**src/rtl/btb_fetch_unit_pkg.sv**
```systemverilog
// btb_fetch_unit_pkg: shared types and sizing helpers for the BTB fetch unit
package btb_fetch_unit_pkg;
  typedef enum logic [1:0] {UPD_NONE, UPD_INC, UPD_DEC, UPD_ALLOC} upd_op_e;
  function automatic int idx_w(input int entries);
    return $clog2(entries);
  endfunction
  function automatic int ctr_weak_t(input int ctr_w);
    return 1 << (ctr_w - 1);
  endfunction
endpackage

```
**src/rtl/btb_fetch_unit_btb_table.sv**
```systemverilog
// btb_table: direct-mapped BTB storage with combinational lookup and train/allocate
module btb_table
  import btb_fetch_unit_pkg::*;
#(
  parameter int ADDR_W  = 30,
  parameter int ENTRIES = 16,
  parameter int CTR_W   = 2
) (
  input  logic              clk,
  input  logic              rst_n,
  input  logic [ADDR_W-1:0] rd_pc,
  output logic              rd_taken,
  output logic [ADDR_W-1:0] rd_target,
  input  logic              upd_valid,
  input  logic [ADDR_W-1:0] upd_pc,
  input  logic              upd_taken,
  input  logic [ADDR_W-1:0] upd_target
);
  localparam int IDX_W = idx_w(ENTRIES);
  localparam int TAG_W = ADDR_W - IDX_W;
  localparam logic [CTR_W-1:0] CTR_WEAK_T = CTR_W'(ctr_weak_t(CTR_W));
  typedef struct packed {
    logic [TAG_W-1:0]  tag;
    logic [ADDR_W-1:0] target;
    logic [CTR_W-1:0]  ctr;
  } entry_t;
  logic [ENTRIES-1:0] valid;
  entry_t             mem [ENTRIES];
  logic [IDX_W-1:0]   rd_idx, upd_idx;
  logic [TAG_W-1:0]   rd_tag, upd_tag;
  entry_t             upd_e, upd_next;
  upd_op_e            op;
  assign rd_idx    = rd_pc[IDX_W-1:0];
  assign rd_tag    = rd_pc[ADDR_W-1:IDX_W];
  assign upd_idx   = upd_pc[IDX_W-1:0];
  assign upd_tag   = upd_pc[ADDR_W-1:IDX_W];
  assign upd_e     = mem[upd_idx];
  assign rd_taken  = valid[rd_idx] && mem[rd_idx].tag == rd_tag && mem[rd_idx].ctr[CTR_W-1];
  assign rd_target = mem[rd_idx].target;
  always_comb begin
    op = !upd_valid ? UPD_NONE
       : (valid[upd_idx] && upd_e.tag == upd_tag) ? (upd_taken ? UPD_INC : UPD_DEC)
       : (upd_taken ? UPD_ALLOC : UPD_NONE);
    upd_next = upd_e;
    if (op == UPD_INC) begin
      upd_next.target = upd_target;
      upd_next.ctr    = &upd_e.ctr ? upd_e.ctr : upd_e.ctr + CTR_W'(1);
    end else if (op == UPD_DEC) begin
      upd_next.ctr    = |upd_e.ctr ? upd_e.ctr - CTR_W'(1) : upd_e.ctr;
    end else if (op == UPD_ALLOC) begin
      upd_next = '{tag: upd_tag, target: upd_target, ctr: CTR_WEAK_T};
    end
  end
  always_ff @(posedge clk or negedge rst_n)
    if (!rst_n) valid <= '0;
    else if (op == UPD_ALLOC) valid[upd_idx] <= 1'b1;
  // payload is unobservable while its valid bit is clear, so it carries no reset
  always_ff @(posedge clk)
    if (op != UPD_NONE) mem[upd_idx] <= upd_next;
endmodule

```
**src/rtl/btb_fetch_unit.sv**
```systemverilog
// btb_fetch_unit: PC register with BTB-predicted next PC and decode redirect
module btb_fetch_unit
  import btb_fetch_unit_pkg::*;
#(
  parameter int              ADDR_W      = 30,
  parameter int              BTB_ENTRIES = 16,
  parameter int              CTR_W       = 2,
  parameter logic [ADDR_W-1:0] RESET_PC  = '0
) (
  input  logic              Clk,
  input  logic              Reset,
  input  logic              StallF,
  input  logic              i_Redirect,
  input  logic [ADDR_W-1:0] i_RedirectPC,
  input  logic              i_UpdValid,
  input  logic [ADDR_W-1:0] i_UpdPC,
  input  logic              i_UpdTaken,
  input  logic [ADDR_W-1:0] i_UpdTarget,
  output logic [ADDR_W-1:0] o_PC,
  output logic [ADDR_W-1:0] o_PC4,
  output logic              o_PredTaken,
  output logic [ADDR_W-1:0] o_PredTarget
);
  logic [ADDR_W-1:0] hit_target, pc_next;
  btb_table #(.ADDR_W(ADDR_W), .ENTRIES(BTB_ENTRIES), .CTR_W(CTR_W)) u_table (
    .clk        (Clk),
    .rst_n      (Reset),
    .rd_pc      (o_PC),
    .rd_taken   (o_PredTaken),
    .rd_target  (hit_target),
    .upd_valid  (i_UpdValid),
    .upd_pc     (i_UpdPC),
    .upd_taken  (i_UpdTaken),
    .upd_target (i_UpdTarget)
  );
  assign o_PC4        = o_PC + ADDR_W'(1);
  assign o_PredTarget = o_PredTaken ? hit_target : o_PC4;
  assign pc_next      = i_Redirect ? i_RedirectPC : StallF ? o_PC : o_PredTarget;
  always_ff @(posedge Clk or negedge Reset)
    if (!Reset) o_PC <= RESET_PC;
    else o_PC <= pc_next;
endmodule
```
**config.mk**
```make
export PLATFORM = sky130hd
export DESIGN_NAME = btb_fetch_unit
export DESIGN_NICKNAME = d
export VERILOG_FILES = /design/src/rtl/btb_fetch_unit_pkg.sv /design/src/rtl/btb_fetch_unit_btb_table.sv /design/src/rtl/btb_fetch_unit.sv
export SDC_FILE = /design/constraint.sdc
export NUM_CORES = 2
export LEC_CHECK = 0
export CAP_MARGIN = 20
export CELL_PAD_IN_SITES_DETAIL_PLACEMENT = 1
export CELL_PAD_IN_SITES_GLOBAL_PLACEMENT = 2
export CORE_MARGIN = 2
export CORE_UTILIZATION = 45
export DETAILED_ROUTE_END_ITERATION = 8
export HOLD_SLACK_MARGIN = 0.08
export PLACE_DENSITY_LB_ADDON = 0.1
export SLEW_MARGIN = 20
export SYNTH_ARGS = -nofsm -noshare
export SYNTH_HDL_FRONTEND = slang
export SYNTH_HIERARCHICAL = 1
export SYNTH_SLANG_ARGS = --single-unit
```
**constraint.sdc**
```tcl
create_clock -name Clk -period 9.3 [get_ports Clk]
set_input_delay 2.325 -clock Clk [delete_from_list [all_inputs] [get_ports Clk]]
set_output_delay 2.325 -clock Clk [all_outputs]
set_load 0.005 [all_outputs]
```
==> out/summary.txt <==
status: finished clean
worst vdd ir: 0.000146 V
Post-Syn Area per Cell: 19.3 µm²
Syn. warnings: 6
Req. time, crit path: 6980 ps
cell count after synthesis: 2,446
sequential-to-total area share from yosys stat: 61.6%
Placer Congestion: 0.851
Vias: 27,600
beginning of the critical path: o_PC[0]$_DFFE_PN0P_
CP Cell Sequence: buf_4, mux4_2, mux4_2, xor2_1, nor4_1, nand4_1, nor4_2, inv_2, a31oi_1, clkdlybuf4s50_1
Power Dens Cells: 200 mW/mm²
Reg2Reg Launch Point: o_PC[0]$_DFFE_PN0P_
number of remaining DRC errors: 0
relative slew slack: 23.3%
Synth cell types: 71
Post-synth EDFFs: 928
DRT antenna net count: 0
GRT Util Overall: 28.9%
Clk Latency, worst-skew pair: 710 ps
routed wire length: 154 mm
Reg power frac: 46.4%
H-Tree Level Count: 3
Mapped Area: 0.0471 mm²
die width: 328 µm
Data arrival, critical path: 6050 ps
Layout area overhead: 16.1%
CTS sink cnt: 974
worst reg2reg path depth: 11
FP Rows: 118
reg2reg setup slack: 3960 ps
Yosys reg bits: 974
syn_nets: 2,543
min-delay worst type: flop to flop
slowest stage delay, CP: 1040 ps
reg2reg end: o_PC[2]$_DFFE_PN0P_
Worst Max-Slew Pin Slew: 1150 ps
Final period util: 90.0%
critical path type: flop to primary output
first-pass GRT wire length: 219 mm
CP Launch Type: flop
initial antenna violation count: 3
cts bufs inserted: 109
Hold Fails Final Rpt: 0
Setup violations, final: 0
Clock transition at path regs: 60 ps
hold_sp: u_table/valid[5]$_DFFE_PN0P_
fraction of registers with async set/reset: 4.72%
Fin Clk Skew: 36.1 ps
share of layout cells above drive strength 1: 32.9%
number of global-route vias before repair: 29,000
largest net degree at the start of global routing: 80
Slew Viols, Final: 0
cts hold-fix bufs: 0
die area: 0.107 mm²
first drt pass iteration count: 5
Pint: 8.22 mW
CP most frequent cell: mux4_2
Worst setup EP type: primary output
Main synth FF type: edfxtp_1
utilization after layout: 52.8%
setup TNS: 0 ps
clock buffer depth: 3
max-cap viol count: 0
vias per cell: 6.67
Final HPWL DP: 92.3 mm
IO Count: 187
hold depth: 1
core area: 0.104 mm²
Leak: 17.5 nW
postcts setup bufs: 0
Net Sw Frac: 25.0%
Critical Path Fanout Max: 52
Critical-path top delay cell: dfrtp_4
gr ovfl total: 0
Sw Pwr: 2.75 mW
post-CTS sizing: 0
Die Y: 328 µm
Max Fclk: 119 MHz
clock root buffer: clkbuf_16
Initial Util: 45.4%
Initial DRC Count: 3,082
Worst Hold Endpoint: u_table/valid[5]$_DFFE_PN0P_
Clock power frac: 39.8%
clock period minus worst slack: 8370 ps
CTS tree: built
Port-buffer cells: 186
nets: 2,755
RSZ-0062 raised after global routing: false
combinational share of power: 13.8%
WL/cell: 37.2 µm
==> cells in the final DEF, fill, tap and decap left out, types with 8 or more instances in the layout <==
| cell | instances |
|---|---|
| edfxtp_1 | 928 |
| mux4_2 | 514 |
| clkdlybuf4s50_1 | 180 |
| mux2i_1 | 117 |
| clkbuf_16 | 111 |
| buf_4 | 71 |
| nand2_1 | 70 |
| mux2_2 | 60 |
| xnor2_1 | 50 |
| nor2_1 | 42 |
| dfrtp_1 | 42 |
| nand3_1 | 36 |
| nor3_1 | 33 |
| xor2_1 | 31 |
| a21oi_1 | 31 |
| a22oi_1 | 30 |
| clkinv_2 | 27 |
| o21ai_0 | 26 |
| buf_12 | 26 |
| inv_1 | 24 |
| clkinv_1 | 22 |
| a31o_2 | 16 |
| nor3_2 | 16 |
| clkbuf_1 | 15 |
| nand4_1 | 13 |
| bufinv_16 | 13 |
| a31oi_1 | 11 |
| nor3b_1 | 11 |
| mux2_1 | 10 |
| a211oi_1 | 9 |
| clkinvlp_4 | 9 |
| nor4_1 | 8 |
| nor2b_1 | 8 |
==> synthesized netlist by cell type (all sizes together) (4+ instances only) <==
library cell  count  area share (%)
o311ai            5           0.093
and2              4           0.053
mux4            514              25
nand3            36            0.38
or2               7           0.093
a31o             17            0.32
buf              84            0.92
xnor2            50            0.93
nor3b            11            0.18
o31ai             6           0.096
a22o              6            0.11
nor2b             8            0.11
a31oi            13            0.19
inv              26            0.21
a221oi            5           0.093
nor3             49            0.52
dfrtp            46             2.4
nand2b            6           0.080
a22oi            30            0.48
o211ai            7            0.11
edfxtp          928              59
nor2             42            0.33
mux2             70             1.7
a21oi            31            0.33
nand4            14            0.22
a211oi            9            0.14
nand2            71            0.57
xor2             31            0.58
a2111oi           4            0.13
a21o              5           0.080
o21ai            26            0.28
nor4             11            0.18
mux2i           124             2.6
a221o             7            0.15
o21a              7            0.11
clkbuf           97            0.78
and3              4           0.053
==> area by class of cell <==
class	count	area, µm²
clock inverter	76	742
sequential	974	29000
fill	9222	48900
multi-input combinational	1265	17300
antenna	1	2.50
timing repair buffer	282	2910
clock buffer	129	2880
tap	1380	1730
inverter	26	97.6
==> worst max path at each step <==
stage,endpoint,depth (start not counted),slack [ps]
2_1_floorplan,u_table/mem[10][0]$_DFFE_PP_,12,-210
3_3_place_gp,o_PredTarget[9],10,1600
3_5_place_dp,o_PredTarget[22],10,1520
4_1_cts,o_PredTarget[22],10,720
5_1_grt,o_PredTarget[22],10,570
6_report,o_PredTarget[22],10,930
==> layer usage <==
metal | wire, µm | global-route usage [%]
met1 | 64000 | 40.7
met2 | 74900 | 46.7
met3 | 11300 | 5.52
met4 | 3440 | 7.03
met5 | 27 | 0
==> registers in the layout, indices dropped and copies added, names as in the netlist <==
| signal | flops |
|---|---|
| o_PC | 30 |
| u_table/mem | 928 |
| u_table/valid | 16 |
==> worst max-delay path: cells and delay by family, from the launching register on <==
kind	cells	cell delay, ps
XOR/XNOR	1	190
AND/OR/NAND/NOR	3	930
buffers and inverters	3	1610
AO/OA/AOI/OAI	1	400
flip-flops	1	1040
multiplexers	2	1100
==> power by group through the flow <==
| stage | clock (mW) | sequential (mW) | combinational [mW] |
|---|---|---|---|
| floorplan | 0 | 5.09 | 0.959 |
| global placement | 0 | 5.18 | 1.48 |
| detailed placement | 0 | 5.18 | 1.51 |
| CTS | 4.43 | 5.09 | 1.51 |
| global route | 4.59 | 5.09 | 1.60 |
| finish | 4.37 | 5.09 | 1.51 |
==> stage by stage <==
step / area (µm²) / total power [mW] / setup slack [ps] / hold slack [ps] / cells
after CTS: 54700 / 11.0 / 720 / 506 / 4131
after floorplan: 47100 / 6.05 / -211 / 454 / 2446
after global placement: 51000 / 6.66 / 1600 / 490 / 3926
after global routing: 54700 / 11.3 / 566 / 528 / 4132
after detailed placement: 51000 / 6.69 / 1520 / 488 / 3926
final: 54700 / 11.0 / 930 / 504 / 4133
==> kinds of logic (layout without fill, tap and decap cells) <==
logic type               Yosys count  in the layout  synth area share [%]
XOR/XNOR                          81             81                  1.51
other                              0              1                     0
adder cells (fa/ha/maj)            2              2                0.0478
buffers and inverters            207            513                  1.91
AND/OR/NAND/NOR                  276            276                  2.98
multiplexers                     708            708                  28.9
AO/OA/AOI/OAI                    198            198                  3.05
flip-flops                       974            974                  61.6
Note: power is estimated with default switching activity, not from simulation.
